<file path="src/rtl/load_store_unit.sv">
// Load/store unit between the execute stage and a word-only DataMem port: byte/half/word, little-endian.
// Define MISALIGN_SPLIT_EN to split misaligned accesses into two word accesses; otherwise they fault.
module load_store_unit #(
  parameter int MEM_WORDS = 32
) (
  input  logic        i_clock,
  input  logic        i_reset,
  input  logic        i_req,
  output logic        o_ready,
  input  logic        i_op_write,
  input  logic [1:0]  i_size,
  input  logic        i_signed,
  input  logic [31:0] i_addr,
  input  logic [31:0] i_wdata,
  output logic        o_done,
  output logic [31:0] o_rdata,
  output logic        o_fault,
  output logic [31:0] o_mem_addr,
  output logic [31:0] o_memW_val,
  output logic        o_MemWrite,
  input  logic [31:0] i_mem_read
);

`ifdef MISALIGN_SPLIT_EN
  localparam logic SPLIT_EN = 1'b1;
`else
  localparam logic SPLIT_EN = 1'b0;
`endif
  localparam logic [31:0] WORDS = 32'(MEM_WORDS);

  typedef enum logic [2:0] {S_IDLE, S_RD0, S_RD1, S_WR0, S_WR1, S_DONE} state_t;

  state_t      state_q, state_d;
  logic        write_q, write_d, signed_q, signed_d;
  logic        misal_q, misal_d, fault_q, fault_d;
  logic [1:0]  size_q, size_d;
  logic [31:0] addr_q, addr_d, wdata_q, wdata_d;
  logic [31:0] buf0_q, buf0_d, buf1_q, buf1_d;
  logic        ready_q, ready_d, done_q, done_d, fault_out_q, fault_out_d, mem_we_q, mem_we_d;
  logic [31:0] rdata_q, rdata_d, mem_addr_q, mem_addr_d, mem_wval_q, mem_wval_d;

  logic [2:0]  req_bytes;
  logic [31:0] req_idx;
  logic        req_misal, req_fault;

  always_comb begin
    req_idx = {2'b00, i_addr[31:2]};
    case (i_size)
      2'b00:   req_bytes = 3'd1;
      2'b01:   req_bytes = 3'd2;
      default: req_bytes = 3'd4;
    endcase
    req_misal = ({1'b0, i_addr[1:0]} + req_bytes) > 3'd4;
    req_fault = (i_size == 2'b11) || (req_idx >= WORDS) ||
                (req_misal && (!SPLIT_EN || ((req_idx + 32'd1) >= WORDS)));
  end

  always_comb begin
    state_d  = state_q;
    write_d  = write_q;
    signed_d = signed_q;
    misal_d  = misal_q;
    fault_d  = fault_q;
    size_d   = size_q;
    addr_d   = addr_q;
    wdata_d  = wdata_q;
    buf0_d   = buf0_q;
    buf1_d   = buf1_q;
    case (state_q)
      S_IDLE: if (i_req) begin
        write_d  = i_op_write;
        signed_d = i_signed;
        size_d   = i_size;
        addr_d   = i_addr;
        wdata_d  = i_wdata;
        misal_d  = req_misal;
        fault_d  = req_fault;
        if (req_fault)                                        state_d = S_DONE;
        else if (i_op_write && i_size == 2'b10 && !req_misal) state_d = S_WR0;
        else                                                  state_d = S_RD0;
      end
      S_RD0: begin
        buf0_d = i_mem_read;
        if (SPLIT_EN && misal_q) state_d = S_RD1;
        else if (write_q)        state_d = S_WR0;
        else                     state_d = S_DONE;
      end
`ifdef MISALIGN_SPLIT_EN
      S_RD1: begin
        buf1_d  = i_mem_read;
        state_d = write_q ? S_WR0 : S_DONE;
      end
      S_WR1:   state_d = S_DONE;
`endif
      S_WR0:   state_d = (SPLIT_EN && misal_q) ? S_WR1 : S_DONE;
      S_DONE:  state_d = S_IDLE;
      default: state_d = S_IDLE;
    endcase
  end

  // Outputs are registered, so they are derived from next-state values.
  logic [63:0] wide, mask64, data64, merged;
  logic [31:0] mask32, sel, ext;
  logic [4:0]  sh;
  logic [29:0] idx_d;

  always_comb begin
    wide  = {buf1_d, buf0_d};
    sh    = {addr_d[1:0], 3'b000};
    idx_d = addr_d[31:2];
    case (size_d)
      2'b00:   mask32 = 32'h0000_00FF;
      2'b01:   mask32 = 32'h0000_FFFF;
      default: mask32 = 32'hFFFF_FFFF;
    endcase
    mask64 = {32'h0, mask32} << sh;
    data64 = {32'h0, wdata_d & mask32} << sh;
    merged = (wide & ~mask64) | data64;
    sel    = wide[sh +: 32];
    case (size_d)
      2'b00:   ext = {{24{signed_d & sel[7]}}, sel[7:0]};
      2'b01:   ext = {{16{signed_d & sel[15]}}, sel[15:0]};
      default: ext = sel;
    endcase

    ready_d     = (state_d == S_IDLE);
    done_d      = (state_d == S_DONE);
    fault_out_d = done_d && fault_d;
    rdata_d     = (done_d && !write_d && !fault_d) ? ext : 32'h0;
    mem_we_d    = (state_d == S_WR0) || (state_d == S_WR1);
    mem_addr_d  = 32'h0;
    mem_wval_d  = 32'h0;
    if (state_d == S_RD0 || state_d == S_WR0) mem_addr_d = {idx_d, 2'b00};
    if (state_d == S_RD1 || state_d == S_WR1) mem_addr_d = {idx_d + 30'd1, 2'b00};
    if (state_d == S_WR0) mem_wval_d = merged[31:0];
    if (state_d == S_WR1) mem_wval_d = merged[63:32];
  end

  always_ff @(posedge i_clock or posedge i_reset) begin
    if (i_reset) begin
      state_q     <= S_IDLE;
      write_q     <= 1'b0;
      signed_q    <= 1'b0;
      misal_q     <= 1'b0;
      fault_q     <= 1'b0;
      size_q      <= 2'b00;
      addr_q      <= 32'h0;
      wdata_q     <= 32'h0;
      buf0_q      <= 32'h0;
      buf1_q      <= 32'h0;
      ready_q     <= 1'b1;
      done_q      <= 1'b0;
      fault_out_q <= 1'b0;
      mem_we_q    <= 1'b0;
      rdata_q     <= 32'h0;
      mem_addr_q  <= 32'h0;
      mem_wval_q  <= 32'h0;
    end else begin
      state_q     <= state_d;
      write_q     <= write_d;
      signed_q    <= signed_d;
      misal_q     <= misal_d;
      fault_q     <= fault_d;
      size_q      <= size_d;
      addr_q      <= addr_d;
      wdata_q     <= wdata_d;
      buf0_q      <= buf0_d;
      buf1_q      <= buf1_d;
      ready_q     <= ready_d;
      done_q      <= done_d;
      fault_out_q <= fault_out_d;
      mem_we_q    <= mem_we_d;
      rdata_q     <= rdata_d;
      mem_addr_q  <= mem_addr_d;
      mem_wval_q  <= mem_wval_d;
    end
  end

  assign o_ready    = ready_q;
  assign o_done     = done_q;
  assign o_fault    = fault_out_q;
  assign o_rdata    = rdata_q;
  assign o_MemWrite = mem_we_q;
  assign o_mem_addr = mem_addr_q;
  assign o_memW_val = mem_wval_q;

endmodule
</file>
<file path="config.mk">
export PLATFORM = sky130hd
export DESIGN_NAME = load_store_unit
export DESIGN_NICKNAME = d
export VERILOG_FILES = /design/src/rtl/load_store_unit.sv
export SDC_FILE = /design/constraint.sdc
export NUM_CORES = 1
export LEC_CHECK = 0
export ABC_AREA = 1
export CAP_MARGIN = 10
export CORE_MARGIN = 2
export CORE_UTILIZATION = 55
export DETAILED_ROUTE_END_ITERATION = 16
export PLACE_DENSITY_LB_ADDON = 0.25
export SETUP_SLACK_MARGIN = 0.02
export SLEW_MARGIN = 20
export SYNTH_ARGS = -nofsm -noshare
export SYNTH_HDL_FRONTEND = slang
export SYNTH_SLANG_ARGS = --single-unit
</file>
<file path="constraint.sdc">
create_clock -name i_clock -period 19.5 [get_ports i_clock]
set_input_delay 3.9 -clock i_clock [delete_from_list [all_inputs] [get_ports i_clock]]
set_output_delay 3.9 -clock i_clock [all_outputs]
set_load 0.05 [all_outputs]
</file>
**After elaboration in Yosys (flattened, before gate mapping)**

Index checks and enable logic that the tools add are counted.

- ROM bits: 0
- Bits in writable memories: 0
- Flip-flop bits (word level): 204
- Latch bits: 0
- Memories kept: 0
- Output and inout bits: 100

- Muxes and demuxes: 26
- $lt $le $gt $ge: 2
- Bitwise operators: 6
- Multipliers: 0
- Eq/ne operators: 11
- Div/mod/pow operators: 0
- Shifts and indexed selects: 3
- Reduce and logical (&&, ||, !) cells: 17
- $add $sub $neg: 2

Operators with widths:

| kind | count |
|---|---|
| 32-bit 2-to-1 mux | 10 |
| 32-bit one-hot mux with 2 select lines | 2 |
| 32-bit by 5-bit << shifter with 64-bit output | 2 |
| 32-bit by 64-bit bitwise AND with 64-bit output | 1 |
| 64-bit inverter | 1 |
| 64-bit bitwise OR | 1 |
| 64-bit by 6-bit indexed part select with 32-bit output | 1 |
| 32-bit bitwise AND | 1 |
| 30-bit by 1-bit adder with 30-bit output, second input constant | 1 |
| 30-bit by 6-bit greater-or-equal comparator with 1-bit output, second input constant | 1 |
| 3-bit by 2-bit == test with 1-bit output, second input constant | 3 |
| 3-bit 2-to-1 mux | 3 |
| 3-bit one-hot mux with 3 select lines | 1 |
| 3-bit by 1-bit == test with 1-bit output, second input constant | 2 |
| 3-bit == test, second input constant | 2 |
| 3-bit zero test | 2 |
| 1-bit 2-to-1 mux | 6 |
| 2-bit 2-to-1 mux | 3 |
| 3-bit one-hot mux with 2 select lines | 1 |
| 1-bit logical AND | 5 |
| 1-bit logical OR | 5 |
| 2-bit by 1-bit == test with 1-bit output, second input constant | 2 |
| 2-bit == test, second input constant | 2 |
| 2-bit zero test | 2 |
| 4 further kinds | 7 |

**Longest topological paths before layout**

- Depth after elaboration: 14
- Depth in mapped cells: 14
- Mapped depth without buffers: 13

**Worst setup path after synthesis**

No wires, ideal clock.

- Path kind: input to register
- Start: input port i_size[0]
- End: register rdata_q[27], in the netlist o_rdata[27]
- Cell stages on the path: 13
- Data arrival time: 5,552 ps
- Library setup time: 61 ps
- Required time: 19,439 ps
- Setup slack: 13,887 ps
- Cells stage by stage: nor2_1 > ha_1 > fa_1 > inv_1 > nand2_1 > nand3_1 > nand3_1 > o21bai_1 > nand4_1 > buf_2 > nor2_1 > nand2_1 > inv_2

- Cells in the longest elaborated chain, start to end: 14
- Elaborated cells between the ends (all ways): 28
- Those cells by class: 1 x add/sub; 1 x order compare; 5 x eq/ne; 11 x mux; 10 x reduce/logical

RTL lines:

| what | line | RTL |
|---|---|---|
| from (decl) | 11 | `input logic [1:0] i_size,` |
| 2-bit by 1-bit == test with 1-bit output or 2-bit zero test (tied branches) | 48 | `case (i_size)` |
| 3-bit one-hot mux with 2 select lines | 48 |  |
| 2-bit by 3-bit adder with 3-bit output | 53 | `req_misal = ({1'b0, i_addr[1:0]} + req_bytes) > 3'd4;` |
| 3-bit > comparator | 53 |  |
| 1-bit zero test | 79 | `else if (i_op_write && i_size == 2'b10 && !req_misal) state_d = S_WR0;` |
| 1-bit logical AND | 79 |  |
| 2-bit 2-to-1 mux | 79 |  |
| 3-bit 2-to-1 mux | 78 | `if (req_fault) state_d = S_DONE;` |
| 3-bit 2-to-1 mux | 70 | `S_IDLE: if (i_req) begin` |
| 3-bit one-hot mux with 3 select lines | 69 | `case (state_q)` |
| 3-bit == test | 127 | `done_d = (state_d == S_DONE);` |
| 1-bit logical AND (2 in a row) | 129 | `rdata_d = (done_d && !write_d && !fault_d) ? ext : 32'h0;` |
| 32-bit 2-to-1 mux * | 129 |  |
| via rdata_d[27] | 40 | `logic [31:0] rdata_q, rdata_d, mem_addr_q, mem_addr_d, mem_wval_q, mem_wval_d;` |
| to (signal assigned) | 173 | `rdata_q <= rdata_d;` |
| to (decl) | 40 |  |

The timed path passes the listed nets; every way through them passes the cells marked *.

**Final worst setup path**

- Start: input port i_size[0]
- End: register mem_addr_q[18], in the netlist o_mem_addr[18]

- Cells in the longest elaborated chain, start to end: 14
- Elaborated cells between the ends (all ways): 24
- Those cells by class: 1 x add/sub; 1 x order compare; 7 x eq/ne; 7 x mux; 8 x reduce/logical

RTL lines:

| what | line | RTL |
|---|---|---|
| 2-bit by 1-bit == test with 1-bit output or 2-bit zero test (tied branches) | 48 |  |
| 3-bit one-hot mux with 2 select lines | 48 |  |
| 2-bit by 3-bit adder with 3-bit output | 53 |  |
| 3-bit > comparator | 53 |  |
| 1-bit zero test | 79 |  |
| 1-bit logical AND | 79 |  |
| 2-bit 2-to-1 mux | 79 |  |
| 3-bit 2-to-1 mux * | 78 |  |
| 3-bit 2-to-1 mux * | 70 |  |
| 3-bit one-hot mux with 3 select lines * | 69 |  |
| 3-bit by 1-bit == test with 1-bit output or 3-bit by 2-bit == test with 1-bit output (tied branches) | 133 | `if (state_d == S_RD0 \|\| state_d == S_WR0) mem_addr_d = {idx_d, 2'b00};` |
| 1-bit logical OR | 133 |  |
| 32-bit 2-to-1 mux | 133 |  |
| 32-bit 2-to-1 mux * | 134 | `if (state_d == S_RD1 \|\| state_d == S_WR1) mem_addr_d = {idx_d + 30'd1, 2'b00};` |
| via mem_addr_d[18] | 40 |  |
| to (signal assigned) | 174 | `mem_addr_q <= mem_addr_d;` |
| to (decl) | 40 |  |

Marked as above.

==> flow_metrics.tcl <==
set metrics [dict create \
    cts_tree "done" \
    clkPwrFrac_pct 18.9 \
    finClkSkew_ps 8.94 \
    cts_root_buffer "clkbuf_16" \
    worst_slack_ps 12810 \
    async_reset_ff_share_pct 100 \
    place_hpwl_mm 16.6 \
    post_cts_resized 0 \
    htreeDepth 1 \
    synth_largest_area_cell "dfrtp_1" \
    finalCriticalPeriod_ps 6690 \
    antenna_found_initial 0 \
    startpoint "i_size[0]" \
    drive_gt1_share_pct 6.66 \
    synthTopCellsByCount "nand2_1 (446), dfrtp_1 (201), inv_1 (138), nor2_1 (83), nand3_1 (73)" \
    yosysWarnings 0 \
    cp_common_cell "nor2_1" \
    portBuffers 200 \
    first_pass_iters 8 \
    die_w_um 133 \
    drc_errors 0 \
    rr_worst_depth 13 \
    max_stage_delay_ps 650 \
    nets 1440 \
    synth.area.top_cells "dfrtp_1 (55%), nand2_1 (18%), inv_1 (5.6%)" \
    hold_class "reg -> reg" \
    clkTransAtPathRegs_ps 60 \
    core_area_um2 16500 \
    ys.flop_type "dfrtp_1" \
    swShare_pct 47.9 \
    drt-wirelength-per-cell_um 15.6 \
    grt_pass1_vias 7938 \
    rr_endpoint "o_memW_val[22]" \
    fmax_mhz 149 \
    netlist_area_um2 9170 \
    drt_wl_total_mm 24.6 \
    area_growth_pct 30.7 \
    p_comb_share_pct 53.5 \
    pre_cts_ws_ps 12360 \
    rows 47 \
    worst_hold_slack_ps 478 \
    yosysMostFrequentCell "nand2_1" \
    grt_usage_pct 28.1 \
    routabilityCongestion 0.890 \
    cts_inserted_buffers 22 \
    p_seq_share_pct 27.6 \
    crit_chain "clkdlybuf4s50_1 > nor2_1 > ha_1 > fa_1 > inv_1 > nand2_1 > nand3_1 > nand3_1 > o21bai_1 > inv_1 > nor2_1 > nand2_1 > nor2_1" \
    slew_violations 0 \
    diodes 0 \
    synthDominantCellAreaShare_pct 54.8 \
    worstHoldEndpoint "buf0_q[2]" \
    p_per_area_nw_per_um2 191 \
    p_int_uw 1190 \
    clk_latency_ps 490 \
    hold_buffers 0 \
    end_kind "flop" \
    maxCapViolations 0 \
    start_util_pct 55.7 \
    p_leak_uw 0.00626 \
    finalSetupViolations 0 \
    worstSetupPathType "in -> reg" \
    p_switching_uw 1090 \
    cts_setup_buffers 0 \
    via_per_inst 5.14 \
    regToRegSetupSlack_ps 16360 \
    crit_required_ps 19890 \
    crit_path_start_kind "input port" \
    crit_arrival_ps 7080 \
    chipHeight_um 133 \
    yosysSeqAreaShare_pct 55.1 \
    fin_setup_tns_ps 0 \
    cts_buffer_depth 3 \
    dieArea_um2 17700 \
    cts_sinks 202 \
    hold_depth 2 \
    postRouteAntennaNets 0 \
    hp-start "buf0_q[2]" \
    num_vias 8082 \
    ir_drop_mv 0.138 \
    cp_slowest_cell "nand2_1" \
    drt_iter0_drc 617 \
    post_synth_num_cell_types 30 \
    syn_area_per_cell_um2 7.89 \
    syn_inst 1162 \
    slew_headroom_pct 28.1 \
    cp_max_fo 30 \
    ios 203 \
    synth_edf_count 0 \
    ys_seq_elements 202 \
    hold_viol 0 \
    r2r-start "state_q[1]" \
    grt_overflow 0 \
    rsz0062_at_grt "no" \
    worst_pin_slew_ps 1080 \
    status "complete, no violations" \
    grt_pass1_wl_mm 39.7 \
    grt_max_degree 135 \
    fin_crit_sh_pct 34.3 \
]
-- layout by cell type, fill, tap and decap left out, types with 2 or more instances in the layout --
master	synthesis	routed
a21oi_1	37	37
buf_4	4	8
bufinv_16	0	2
clkbuf_1	13	2
clkbuf_16	0	23
clkbuf_8	0	7
clkdlybuf4s50_1	0	200
clkinv_2	0	6
conb_1	1	2
dfrtp_1	201	201
inv_1	138	136
inv_2	4	4
nand2_1	446	445
nand2_2	1	2
nand3_1	73	73
nand3_2	3	3
nand3_4	2	2
nand4_1	9	9
nor2_1	83	83
nor2_2	3	3
o21ai_0	62	62
o21ai_1	4	4
o21ai_2	4	4
or2_2	22	22
-- worst max-delay path, delay by kind of cell --
family / cells / cell delay (ps)
compound gates: 1 / 260
buf+inv: 3 / 790
simple gates: 7 / 1480
fa+ha+maj: 2 / 630
-- stage by stage --
stage	cells	area, µm²	power (µW)	utilization (%)
final	1571	12000	2280	72.8
after global routing	1571	12000	2440	72.8
after CTS	1571	12000	2280	72.8
after detailed placement	1531	11200	1830	68.1
after global placement	1531	11200	1810	68.1
after floorplan	1163	9180	1510	-
-- state kept, by name (all words and copies together), names as in the netlist, 2 cells and up --
register,flops
size_q,2
addr_q,32
state_q,3
buf0_q,32
o_rdata,32
wdata_q,32
o_mem_addr,30
o_memW_val,32
-- layer usage --
layer / part of all wire (%) / GRT usage, %
met1: 40 / 38.1
met2: 49 / 46.6
met3: 8.7 / 4.87
met4: 2.6 / 9.16
met5: 0 / 0
-- power by group through the flow --
stage / sequential (µW) / combinational, µW / clock (µW)
floorplan: 819 / 688 / 0
global placement: 631 / 1180 / 0
detailed placement: 633 / 1200 / 0
CTS: 629 / 1210 / 437
global route: 642 / 1340 / 455
finish: 629 / 1220 / 432
-- how the worst max path moves through the flow --
stage / end / cells past startpoint
floorplan: addr_q[0] / 1
global placement: o_mem_addr[5] / 13
detailed placement: o_mem_addr[19] / 13
CTS: o_mem_addr[19] / 13
global route: o_mem_addr[26] / 13
finish: o_mem_addr[18] / 13
-- logic make-up (layout without fill, tap and decap cells) --
family                     Yosys count  in the layout  share of synthesized area (%)
and+or+nand+nor                    644            644                           28.9
AOI/OAI and AO/OA                  111            111                           6.41
buffers and inverters              202            390                           9.22
adders and majority gates            2              2                          0.355
DFF                                202            202                           55.1
other                                1              2                         0.0409
-- final cells by class --
| class | count | area, µm² |
|---|---|---|
| fill | 1315 | 4480 |
| timing repair buffer | 208 | 2060 |
| clock buffer | 32 | 679 |
| multi-input combinational | 759 | 3280 |
| clock inverter | 8 | 93.8 |
| sequential | 202 | 5060 |
| tap | 220 | 275 |
| inverter | 142 | 542 |
Note: power is estimated with default switching activity, not from simulation.
